[src/rtl/pipe_stall_ctrl_pkg.sv]
// Shared definitions for the pipeline hazard sequencer: stall vector layout,
// canned stall patterns and the divider FSM state encoding.
package pipe_stall_ctrl_pkg;

  localparam int STALL_W   = 6;

  localparam int STALL_PC  = 0;
  localparam int STALL_IF  = 1;
  localparam int STALL_ID  = 2;
  localparam int STALL_EXE = 3;
  localparam int STALL_MEM = 4;
  localparam int STALL_WB  = 5;

  localparam logic [STALL_W-1:0] STALL_NONE = '0;
  // Load-use freezes PC/IF/ID and lets EX take a bubble.
  localparam logic [STALL_W-1:0] STALL_LU   = STALL_W'((1 << STALL_PC) | (1 << STALL_IF) |
                                                       (1 << STALL_ID));
  // Divider holds its instruction in EX as well.
  localparam logic [STALL_W-1:0] STALL_EX   = STALL_LU | STALL_W'(1 << STALL_EXE);

  typedef enum logic [1:0] {
    DIV_IDLE = 2'd0,
    DIV_BUSY = 2'd1,
    DIV_DONE = 2'd2
  } div_state_t;

endpackage

[src/rtl/pipe_stall_ctrl_hazard_detect.sv]
// Combinational load-use comparator: an ID operand needs the register a load
// in EX will write, and forwarding cannot help because EX only holds the address.
module pipe_stall_ctrl_hazard_detect (
  input  logic       i_id_re1,
  input  logic [4:0] i_id_raddr1,
  input  logic       i_id_re2,
  input  logic [4:0] i_id_raddr2,
  input  logic       i_ex_is_load,
  input  logic       i_ex_wreg,
  input  logic [4:0] i_ex_waddr,
  output logic       o_load_use
);

  logic w_ex_load_wr;
  logic w_hit1;
  logic w_hit2;

  // x0 is hardwired to zero, so a load targeting it never creates a hazard.
  assign w_ex_load_wr = i_ex_is_load & i_ex_wreg & (i_ex_waddr != 5'd0);
  assign w_hit1       = i_id_re1 & (i_id_raddr1 == i_ex_waddr);
  assign w_hit2       = i_id_re2 & (i_id_raddr2 == i_ex_waddr);
  assign o_load_use   = w_ex_load_wr & (w_hit1 | w_hit2);

endmodule

[src/rtl/pipe_stall_ctrl.sv]
// Pipeline hazard sequencer: load-use bubble, divider start/ready sequencing
// with watchdog, flush handling. Optional perf counters under STALL_PERF_CNT_EN.
module pipe_stall_ctrl
  import pipe_stall_ctrl_pkg::*;
#(
  parameter int DIV_TIMEOUT = 40,
  parameter int TMO_W       = 6
`ifdef STALL_PERF_CNT_EN
  ,
  parameter int CNT_W       = 32
`endif
) (
  input  logic               clk,
  input  logic               rst,
  input  logic               id_re1,
  input  logic [4:0]         id_raddr1,
  input  logic               id_re2,
  input  logic [4:0]         id_raddr2,
  input  logic               ex_is_load,
  input  logic               ex_wreg,
  input  logic [4:0]         ex_waddr,
  input  logic               ex_div_req,
  input  logic               div_ready,
  input  logic               flush,
  output logic [STALL_W-1:0] stall,
  output logic               div_start,
  output logic               div_cancel,
  output logic               div_timeout,
  output logic               load_use
`ifdef STALL_PERF_CNT_EN
  ,
  output logic [CNT_W-1:0]   perf_lu_cnt,
  output logic [CNT_W-1:0]   perf_div_cnt
`endif
);

  localparam logic [TMO_W-1:0] TMO_LAST = TMO_W'(DIV_TIMEOUT - 1);

  div_state_t       r_state;
  div_state_t       w_state_nxt;
  logic [TMO_W-1:0] r_tmo;
  logic             w_lu_raw;
  logic             w_div_stall;

  pipe_stall_ctrl_hazard_detect u_hazard_detect (
    .i_id_re1     (id_re1),
    .i_id_raddr1  (id_raddr1),
    .i_id_re2     (id_re2),
    .i_id_raddr2  (id_raddr2),
    .i_ex_is_load (ex_is_load),
    .i_ex_wreg    (ex_wreg),
    .i_ex_waddr   (ex_waddr),
    .o_load_use   (w_lu_raw)
  );

  always_ff @(posedge clk) begin
    if (rst) begin
      r_state <= DIV_IDLE;
      r_tmo   <= '0;
    end else begin
      r_state <= w_state_nxt;
      r_tmo   <= (r_state == DIV_BUSY && w_state_nxt == DIV_BUSY) ? r_tmo + 1'b1 : '0;
    end
  end

  always_comb begin
    w_state_nxt = r_state;
    w_div_stall = 1'b0;
    div_start   = 1'b0;
    div_cancel  = 1'b0;
    div_timeout = 1'b0;
    case (r_state)
      DIV_IDLE: begin
        if (ex_div_req) begin
          div_start   = 1'b1;
          w_div_stall = 1'b1;
          w_state_nxt = DIV_BUSY;
        end
      end
      DIV_BUSY: begin
        if (div_ready) begin
          w_div_stall = 1'b1;
          w_state_nxt = DIV_DONE;
        end else if (r_tmo == TMO_LAST) begin
          div_timeout = 1'b1;
          w_state_nxt = DIV_IDLE;
        end else begin
          w_div_stall = 1'b1;
        end
      end
      // One unstalled cycle lets the divide leave EX; a pending request waits.
      DIV_DONE: w_state_nxt = DIV_IDLE;
      default:  w_state_nxt = DIV_IDLE;
    endcase

    if (flush) begin
      w_div_stall = 1'b0;
      div_start   = 1'b0;
      div_timeout = 1'b0;
      div_cancel  = (r_state == DIV_BUSY);
      w_state_nxt = DIV_IDLE;
    end

    // Reset silences even the combinational outputs and never reports a cancel.
    if (rst) begin
      w_div_stall = 1'b0;
      div_start   = 1'b0;
      div_timeout = 1'b0;
      div_cancel  = 1'b0;
      w_state_nxt = DIV_IDLE;
    end
  end

  always_comb begin
    stall    = STALL_NONE;
    load_use = 1'b0;
    if (!rst && !flush) begin
      if (w_div_stall) begin
        stall = STALL_EX;
      end else if (w_lu_raw) begin
        stall    = STALL_LU;
        load_use = 1'b1;
      end
    end
  end

`ifdef STALL_PERF_CNT_EN
  function automatic logic [CNT_W-1:0] sat_inc(input logic [CNT_W-1:0] v);
    return (&v) ? v : v + 1'b1;
  endfunction

  logic [CNT_W-1:0] r_lu_cnt;
  logic [CNT_W-1:0] r_div_cnt;

  always_ff @(posedge clk) begin
    if (rst) begin
      r_lu_cnt  <= '0;
      r_div_cnt <= '0;
    end else begin
      if (load_use)    r_lu_cnt  <= sat_inc(r_lu_cnt);
      if (w_div_stall) r_div_cnt <= sat_inc(r_div_cnt);
    end
  end

  assign perf_lu_cnt  = r_lu_cnt;
  assign perf_div_cnt = r_div_cnt;
`endif

endmodule

[config.mk]
export PLATFORM = sky130hd
export DESIGN_NAME = pipe_stall_ctrl
export DESIGN_NICKNAME = d
export VERILOG_FILES = /design/src/rtl/pipe_stall_ctrl_pkg.sv /design/src/rtl/pipe_stall_ctrl_hazard_detect.sv /design/src/rtl/pipe_stall_ctrl.sv
export SDC_FILE = /design/constraint.sdc
export NUM_CORES = 1
export LEC_CHECK = 0
export BUFFER_PORTS_ARGS = -buffer_cell sky130_fd_sc_hd__buf_4
export CORE_AREA = 2 2 39 41
export CTS_BUF_LIST = sky130_fd_sc_hd__clkbuf_8 sky130_fd_sc_hd__clkbuf_16
export DETAILED_ROUTE_END_ITERATION = 6
export DIE_AREA = 0 0 41 43
export GPL_TIMING_DRIVEN = 0
export PLACE_DENSITY = 0.79
export SYNTH_ARGS = -nofsm -noshare
export SYNTH_HDL_FRONTEND = slang
export SYNTH_SLANG_ARGS = --single-unit
[constraint.sdc]
create_clock -name clk -period 4 [get_ports clk]
set_input_delay 0.8 -clock clk [delete_from_list [all_inputs] [get_ports clk]]
set_output_delay 0.8 -clock clk [all_outputs]
set_load 0.01 [all_outputs]
==> flow_summary.toml, run 1 <==
[floorplanning]
die_w_um = 41
io-pin-count = 34
rows = 14
start_util = 0.389
die_area_sq_mm = 0.00176
die_y_um = 43
coreArea_sq_mm = 0.00138

[timing]
tns_ns = 0
setup_ws_ns = 1.14
final.setup_skew_ns = 0.00265
fin_hold_ws_ns = 0.464
finalMaxSlewViolations = 0
setup_viol = 0
final_hold_viol_count = 0
rsz0062_at_grt = "no"
timing.final.crit_share = 0.714
min_period_ns = 2.86
fmax_mhz = 350

[layout]
final_common_cell = "buf_4"
insertedDiodeCount = 0
syn2layout_area_growth_pct = 55.3
fin_area_sq_um = 836
final_cell_mix = "buf_4 (35), xor2_1 (10), dfxtp_1 (8)"
drive_gt1_frac = 0.418
final_nets = 125
final_cells = 114
finalCoreUtilization = 0.604

[critical_path]
crit_path_cell_trace = "buf_4 -> or4_4 -> o2111ai_2 -> o21bai_1 -> buf_4 -> buf_4"
r2r-start = "r_tmo[0]"
cp_data_required_time_ns = 3.20
startpoint_type = "input pin"
worstSetupEndpointType = "output pin"
cp.arrival_ns = 2.06
crit_type = "in -> out"
cp-startpoint = "ex_waddr[0]"
critPathSlowestCell = "or4_4"
critPathTopFamily = "simple AND/OR/NAND/NOR gates"
crit_path_max_fanout = 3
critical_path_buf_inv_count = 3
crit_top_cell = "buf_4"
max_stage_delay_ns = 0.53

[clock_network]
clkSinkCount = 8
cts.clk_slew.worst_paths_ns = 0.04
post-cts-setup-buffers = 0
clk_latency_ns = 0.23
cts_tree = "yes"
root_buffer = "clkbuf_8"
htree_levels = 1
postCtsHoldBufs = 0
cts_made_buffers = 3
cts_buffer_depth = 2
cts_repair_resize_count = 0

[yosys]
synth.ff_latch_count = 8
ys_types = 25
syn_area_sq_um = 538
synth.avg_cell_area_sq_um = 8.54
synth_top_area_share = 0.298
yosys_warnings = 0
syn_inst = 63
yosysSeqAreaShare = 0.298
yosys.area.top_type = "dfxtp_1"
synth.area.top_cells = "dfxtp_1 (30%), xor2_1 (16%), xnor2_1 (6.5%)"

[min_path]
hp-start = "r_tmo[0]"
hold_class = "reg -> reg"

[pwr]
total_power_mw = 0.223
powerDensity_mw_per_mm2 = 267
leakage_nw = 0.371
ir_drop_v = 0.000214

[routing]
drcViolationCount = 0
firstDrtPassIters = 4
drt_iter0_drc = 13
vias = 562
routed_wl_um = 1360
detail-route-antenna-nets = 0
drt-wirelength-per-cell_um = 11.9
viasPerCell = 4.93

[place]
dp.final_hpwl_um = 1120
dp_slack_ns = 1.13
place_inst = 111
portBuffers = 31
gp_congestion = 0.700
dpl_cell_area_sq_um = 795

[global_route]
overflow = 0
grt_max_degree = 8
antenna_found_initial = 0
grt_usage = 0.175
grt_pass1_vias = 517
grt_pass1_wl_um = 2020

[run]
drv_cap = 0

[status]
status = "completed"
area by class of cell:
class / instances / area, sq um
timing repair buffer: 31 / 233
tap: 16 / 20.0
sequential: 8 / 160
buffer: 4 / 30.0
fill: 133 / 548
clock buffer: 3 / 41.3
multi-input combinational: 52 / 352
Yosys cell counts:
cell / count
dfxtp_1: 8
a32oi_1: 1
buf_4: 4
nor3_1: 5
conb_1: 1
nor2_1: 6
nor3b_1: 1
nand2_1: 3
nand4_1: 1
xnor2_1: 4
or4_4: 1
and2_1: 1
and4_1: 1
o21bai_1: 1
nor4_1: 2
nand3_1: 2
o21ai_0: 1
nor2b_1: 3
a21oi_1: 2
ha_1: 1
and3_1: 1
and2_0: 1
nor3_2: 1
xor2_1: 10
o2111ai_2: 1
cell families (layout without fill, tap and decap cells):
| kind of cell | count (synthesis) | after routing | synth area share |
|---|---|---|---|
| AND/OR/NAND/NOR | 29 | 29 | 0.302 |
| XOR/XNOR | 14 | 14 | 0.228 |
| flip-flops | 8 | 8 | 0.298 |
| AO/OA/AOI/OAI | 6 | 6 | 0.0860 |
| buffers and inverters | 4 | 38 | 0.0558 |
| adder cells (fa/ha/maj) | 1 | 1 | 0.0233 |
| other | 1 | 2 | 0.00697 |
registers in the layout, summed over array words and instances, names as in the netlist:
name     cells
r_state      2
r_tmo        6
report_power, final:
| part | switching, mW | internal, mW | total, mW |
|---|---|---|---|
| Combinational | 0.0176 | 0.0279 | 0.0456 |
| Clock | 0.0308 | 0.0651 | 0.0959 |
| Sequential | 0.000637 | 0.0808 | 0.0815 |
path summary, 6_finish.rpt:
check,slack [ns],cells past startpoint,to
worst min-delay path,0.46,1,r_tmo[0]
worst max-delay path,1.14,6,stall[2]
worst min register to register,0.46,1,r_tmo[0]
worst max register to register,2.89,3,r_tmo[3]
metal layers:
layer,vias up,part of all wire,global-route usage
li1,288,-,-
met1,239,0.33,0.153
met2,31,0.48,0.294
met3,4,0.16,0.0628
met4,0,0.029,0.140
met5,-,0,0
No activity file was read; power rests on OpenSTA's default activity.
==> run 2: changes to the inputs <==
--- a/config.mk
+++ b/config.mk
@@ -5,13 +5,14 @@
 export SDC_FILE = /design/constraint.sdc
 export NUM_CORES = 1
 export LEC_CHECK = 0
+export ABC_AREA = 1
 export BUFFER_PORTS_ARGS = -buffer_cell sky130_fd_sc_hd__buf_4
-export CORE_AREA = 2 2 39 41
+export CORE_AREA = 2 2 43 45
 export CTS_BUF_LIST = sky130_fd_sc_hd__clkbuf_8 sky130_fd_sc_hd__clkbuf_16
 export DETAILED_ROUTE_END_ITERATION = 6
-export DIE_AREA = 0 0 41 43
+export DIE_AREA = 0 0 45 47
 export GPL_TIMING_DRIVEN = 0
-export PLACE_DENSITY = 0.79
+export PLACE_DENSITY = 0.76
 export SYNTH_ARGS = -nofsm -noshare
 export SYNTH_HDL_FRONTEND = slang
 export SYNTH_SLANG_ARGS = --single-unit
==> constraint.sdc (replaced) <==
create_clock -name clk -period 2.7 [get_ports clk]
set_input_delay 0.54 -clock clk [delete_from_list [all_inputs] [get_ports clk]]
set_output_delay 0.54 -clock clk [all_outputs]
set_load 0.01 [all_outputs]
==> run 2 against run 1 <==
Routed wire length up 5.0%. Combinational power up 83%. Area after synthesis up 28%. Cell area up 18%. Critical path depth up 2. Hold slack worse by 0.025 ns. Die area up 20%. Final cell count up 46%. Global-route usage down 2.5 points. Power up 53%.
==> flow_summary.toml, run 2 <==
[status]
status = "completed"

[critical_path]
worstSetupEndpointType = "output pin"
max_stage_delay_ns = 0.34
cp_data_required_time_ns = 2.16
critPathSlowestCell = "dfxtp_1"
cp.arrival_ns = 1.56
crit_path_cell_trace = "ha_1 -> nand2_1 -> clkinv_1 -> nand4_2 -> a21oi_2 -> nand2_1 -> buf_4 -> buf_4"
critical_path_buf_inv_count = 3
critPathTopFamily = "flip-flops"
crit_path_max_fanout = 3
crit_type = "reg -> out"
startpoint_type = "flop"

[timing]
timing.final.crit_share = 0.776
final.setup_skew_ns = 0.00368
fin_hold_ws_ns = 0.439
final_hold_viol_count = 0
fmax_mhz = 477
setup_ws_ns = 0.605
finalMaxSlewViolations = 0
tns_ns = 0
rsz0062_at_grt = "no"
min_period_ns = 2.10
setup_viol = 0

[place]
place_inst = 164
dp.final_hpwl_um = 1250
portBuffers = 31
dpl_cell_area_sq_um = 946
dp_slack_ns = 0.647
gp_congestion = 0.815

[layout]
final_nets = 177
regMostFlops = "r_tmo"
nFillCells = 158
final_common_cell = "buf_4"
fin_area_sq_um = 987
drive_gt1_frac = 0.373
largest_reg_flops = 6
finalCoreUtilization = 0.598
final_cells = 167
final_cell_mix = "buf_4 (35), nand2_1 (33), nor2_1 (21)"
syn2layout_area_growth_pct = 43.5
largestRegisters = "r_tmo: 6 flops, r_state: 2 flops"
insertedDiodeCount = 0

[yosys]
ys_top_cells_by_count = "nand2_1 (33), nor2_1 (21), inv_1 (17)"
synth_top_area_share = 0.233
synthArstFlopShare = 0
yosys.area.top_type = "dfxtp_1"
yosysSeqAreaShare = 0.233
syn_area_sq_um = 688
synth_edf_count = 0
syn_inst = 115
ys_types = 22
synth.avg_cell_area_sq_um = 5.98
synthXorXnorAreaFrac = 0.0509
synth_compound_area_frac = 0.0236
synth.most_common_cell = "nand2_1"
synth_fa_ha_area_frac = 0.0182
synthSimpleGateAreaFrac = 0.500
yosys_warnings = 0
synth.area.top_cells = "dfxtp_1 (23%), nand2_1 (18%), nor2_1 (11%)"
synth.ff_latch_count = 8
synthFlopType = "dfxtp_1"
synthMuxAreaShare = 0
synth_top_family_by_area = "simple AND/OR/NAND/NOR gates"

[pwr]
switching_share = 0.236
p_int_mw = 0.260
power.switching_mw = 0.0805
powerDensity_mw_per_mm2 = 345
total_power_mw = 0.341
clockPowerShare = 0.400
comb_power_share = 0.246
leakage_nw = 0.544
p_seq_frac = 0.354
ir_drop_v = 0.000444

[global_route]
antenna_found_initial = 0
grt_usage = 0.150
use_met3 = 0.0269
grt_pass1_wl_um = 2350
grt.busiest_layer = "met2"
grt_use_met2 = 0.303
grt_pass1_vias = 648
overflow = 0
grt_max_degree = 7
met1_usage = 0.146

[routing]
drcViolationCount = 0
routed_wl_um = 1430
vias = 722
detail-route-antenna-nets = 0
viasPerCell = 4.32
drt-wirelength-per-cell_um = 8.56
drt_iter0_drc = 9
firstDrtPassIters = 4

[floorplanning]
coreArea_sq_mm = 0.00165
die_area_sq_mm = 0.00212
io-pin-count = 34
die_w_um = 45
rows = 15
die_y_um = 47
start_util = 0.417

[clock_network]
cts_made_buffers = 3
cts.clk_slew.worst_paths_ns = 0.04
cts_repair_resize_count = 0
clk_latency_ns = 0.22
cts_buffer_depth = 2
postCtsHoldBufs = 0
cts_tree = "yes"
htree_levels = 1
clkSinkCount = 8
root_buffer = "clkbuf_8"
post-cts-setup-buffers = 0

[min_path]
hold_class = "reg -> reg"

[run]
drv_cap = 0
==> run 2: power groups by stage <==
stage / registers [mW] / logic [mW] / clock network (mW)
6_report: 0.121 / 0.0836 / 0.136
5_1_grt: 0.120 / 0.0943 / 0.147
4_1_cts: 0.121 / 0.0846 / 0.141
3_5_place_dp: 0.122 / 0.0844 / 0
3_3_place_gp: 0.122 / 0.0818 / 0
2_1_floorplan: 0.122 / 0.0424 / 0
==> run 2: worst paths after layout <==
| path | startpoint | to | slack (ns) | cells past startpoint |
|---|---|---|---|---|
| worst max-delay path | r_tmo[0] | stall[1] | 0.60 | 8 |
| worst min register to register | r_tmo[0] | r_tmo[0] | 0.44 | 1 |
| worst min-delay path | r_tmo[0] | r_tmo[0] | 0.44 | 1 |
| worst max register to register | r_tmo[0] | r_tmo[3] | 1.45 | 8 |
==> run 2: worst reg2reg max path, stage by stage (launching register included) <==
cell and delay [ns]:
dfxtp_1 0.31, ha_1 0.22, nand2_1 0.10, clkinv_1 0.09, nand3_1 0.09, nand3_2 0.08, nand2_2 0.08, nand3_4 0.09
nor2_1 0.12
==> run 2: area by class of cell <==
class,instances,area [sq um],area share
Buffer,4,30.0,0.0304
Sequential cell,8,160,0.162
Multi-Input combinational cell,81,415,0.421
Clock buffer,3,41.3,0.0418
Inverter,23,86.3,0.0875
Timing Repair Buffer,31,233,0.236
Tap cell,17,21.3,0.0215
==> run 2: per-layer routing <==
metal / part of all wire / vias to the layer above
met2: 0.52 / 21
met5: 0 / -
met1: 0.38 / 296
li1: - / 403
met3: 0.085 / 2
met4: 0.013 / 0
==> run 2: logic make-up after synthesis <==
family          count (synthesis)
compound gates                  2
xor+xnor                        4
fa+ha+maj                       1
buf+inv                        27
flops                           8
other cells                     1
simple gates                   72
==> run 3: changes to the inputs <==
--- a/config.mk
+++ b/config.mk
@@ -7,12 +7,12 @@
 export LEC_CHECK = 0
 export ABC_AREA = 1
 export BUFFER_PORTS_ARGS = -buffer_cell sky130_fd_sc_hd__buf_4
-export CORE_AREA = 2 2 43 45
+export CORE_AREA = 2 2 45 47
 export CTS_BUF_LIST = sky130_fd_sc_hd__clkbuf_8 sky130_fd_sc_hd__clkbuf_16
 export DETAILED_ROUTE_END_ITERATION = 6
-export DIE_AREA = 0 0 45 47
+export DIE_AREA = 0 0 47 49
 export GPL_TIMING_DRIVEN = 0
-export PLACE_DENSITY = 0.76
+export PLACE_DENSITY = 0.73
 export SYNTH_ARGS = -nofsm -noshare
 export SYNTH_HDL_FRONTEND = slang
 export SYNTH_SLANG_ARGS = --single-unit
==> constraint.sdc (replaced) <==
create_clock -name clk -period 1.9 [get_ports clk]
set_input_delay 0.38 -clock clk [delete_from_list [all_inputs] [get_ports clk]]
set_output_delay 0.38 -clock clk [all_outputs]
set_load 0.01 [all_outputs]
==> run 3 against run 2 <==
Hold slack gained 0.0057 ns. Global-route usage grew 0.33 points. First-iteration DRC count grew 89%. Final cell count grew 7.8%. Worst setup slack lost 0.57 ns. Sequential share of layout area shrank 1.1 points. Non-clock buffer count grew 3. Largest power group unchanged.
==> flow_summary.toml, run 3 (synthesized netlist as in run 2, its figures left out) <==
[status]
status = "completed"

[pwr]
ir_drop_v = 0.000467
powerDensity_mw_per_mm2 = 458
p_seq_frac = 0.341
power.switching_mw = 0.124
leakage_nw = 0.563
comb_power_share = 0.258
total_power_mw = 0.499
clockPowerShare = 0.401
switching_share = 0.249
p_int_mw = 0.375

[floorplanning]
rows = 16
io-pin-count = 34
die_w_um = 47
die_y_um = 49
start_util = 0.374
coreArea_sq_mm = 0.00184
die_area_sq_mm = 0.00230

[timing]
fin_hold_ws_ns = 0.445
rsz0062_at_grt = "yes"
min_period_ns = 1.87
timing.final.crit_share = 0.982
final_hold_viol_count = 0
finalMaxSlewViolations = 0
setup_viol = 0
fmax_mhz = 536
tns_ns = 0
final.setup_skew_ns = 0.00284

[min_path]
hold_path_end = "r_tmo[0]"
hold_class = "reg -> reg"
min_path_cells = 1
hp-start = "r_tmo[0]"

[run]
drv_cap = 0

[global_route]
grt_max_degree = 7
overflow = 0
grt_usage = 0.154
antenna_found_initial = 0
grt_pass1_wl_um = 2600
grt_pass1_vias = 720

[routing]
detail-route-antenna-nets = 0
drt_iter0_drc = 17
vias = 774
viasPerCell = 4.30
drt-wirelength-per-cell_um = 9.23
firstDrtPassIters = 4
routed_wl_um = 1660
drcViolationCount = 0

[clock_network]
clkSinkCount = 8
clk_latency_ns = 0.23
cts_tree = "yes"
postCtsHoldBufs = 0
htree_levels = 1
root_buffer = "clkbuf_8"
cts_buffer_depth = 2
cts.clk_slew.worst_paths_ns = 0.04
cts_made_buffers = 3

[critical_path]
r2r-start = "r_tmo[0]"
max_stage_delay_ns = 0.36
ff2ff_setup_slack_ns = 0.75
startpoint_type = "flop"
cp.arrival_ns = 1.49
cp-startpoint = "r_tmo[0]"
r2r_end = "r_tmo[0]"
crit_path_max_fanout = 3
critPathTopFamily = "flip-flops"
cp_data_required_time_ns = 1.52
reg2reg_depth = 8
worstSetupEndpointType = "output pin"
crit_type = "reg -> out"
critical_path_buf_inv_count = 4
crit_top_cell = "buf_6"
crit_path_cell_trace = "ha_4 -> nand2_2 -> inv_2 -> nand4_4 -> a21oi_4 -> buf_6 -> inv_4 -> nor2_4 -> buf_6"
critPathSlowestCell = "dfxtp_4"

[layout]
final_cell_mix = "buf_4 (32), nand2_1 (31), nor2_1 (21)"
insertedDiodeCount = 0
largestRegisters = "r_tmo: 6 flops, r_state: 2 flops"
regMostFlops = "r_tmo"
syn2layout_area_growth_pct = 58.5
final_common_cell = "buf_4"
fin_area_sq_mm = 0.00109
drive_gt1_frac = 0.425
final_nets = 180
largest_reg_flops = 6

[place]
dp.final_hpwl_um = 1300
dpl_cell_area_sq_um = 958
portBuffers = 31
gp_congestion = 0.776
==> run 3: changes by cell type in the layout (fill, tap and decap cells not counted), sizes merged <==
cell,before,now
buf,35,38
clkinv,1,0
inv,22,23
==> run 3: final cells by class <==
class | count | area, sq um
fillers | 184 | 751
clock buffers | 3 | 41.3
plain buffers | 4 | 37.5
repair buffers | 34 | 270
multi-input cells | 81 | 454
well taps | 27 | 33.8
inverters | 23 | 88.8
flip-flops and latches | 8 | 165
==> run 3: worst max path at each step <==
stage | endpoint | slack, ns | cells past startpoint
final | load_use | 0.03 | 9
after CTS | stall[1] | 0.007 | 8
after global routing | stall[1] | -0.02 | 8
after global placement | stall[2] | 0.18 | 11
after floorplan | stall[1] | 0.33 | 7
after detailed placement | stall[1] | 0.15 | 11
==> run 3: layer usage <==
layer | vias to the layer above | global-route usage | share of wire
li1 | 410 | - | -
met2 | 23 | 0.274 | 0.52
met4 | 0 | 0.0926 | 0.022
met5 | - | 0 | 0
met1 | 337 | 0.154 | 0.39
met3 | 4 | 0.0259 | 0.066
==> run 3: worst register-to-register path, stage by stage, from the launching register on <==
cell     delay (ns)
dfxtp_4        0.35
ha_4           0.16
nand2_2        0.07
inv_2          0.05
nand3_1        0.08
nand3_2        0.08
nand2_2        0.09
nand3_4        0.09
nor2_1         0.11
==> run 3: power groups by stage <==
stage                     Combinational (mW)  Clock [mW]  Sequential [mW]
after global routing                   0.143       0.212            0.170
after global placement                 0.117           0            0.174
after detailed placement               0.119           0            0.174
after floorplan                       0.0602           0            0.174
final                                  0.129       0.200            0.170
after CTS                              0.122       0.205            0.172
==> run 3: timing repair <==
| action | CTS | global route |
|---|---|---|
| pin swaps | 3 | 4 |
| setup buffers | 2 | 1 |
| resized for setup | 4 | 14 |
| setup endpoints to repair | 3 | 3 |
==> run 3: stage by stage <==
step / cells / util / worst slack [ns]
after floorplan: 116 / - / 0.334
after global placement: 174 / 0.520 / 0.181
after detailed placement: 174 / 0.520 / 0.146
after CTS: 179 / 0.559 / 0.00651
after global routing: 180 / 0.592 / -0.0231
final: 180 / 0.592 / 0.0336
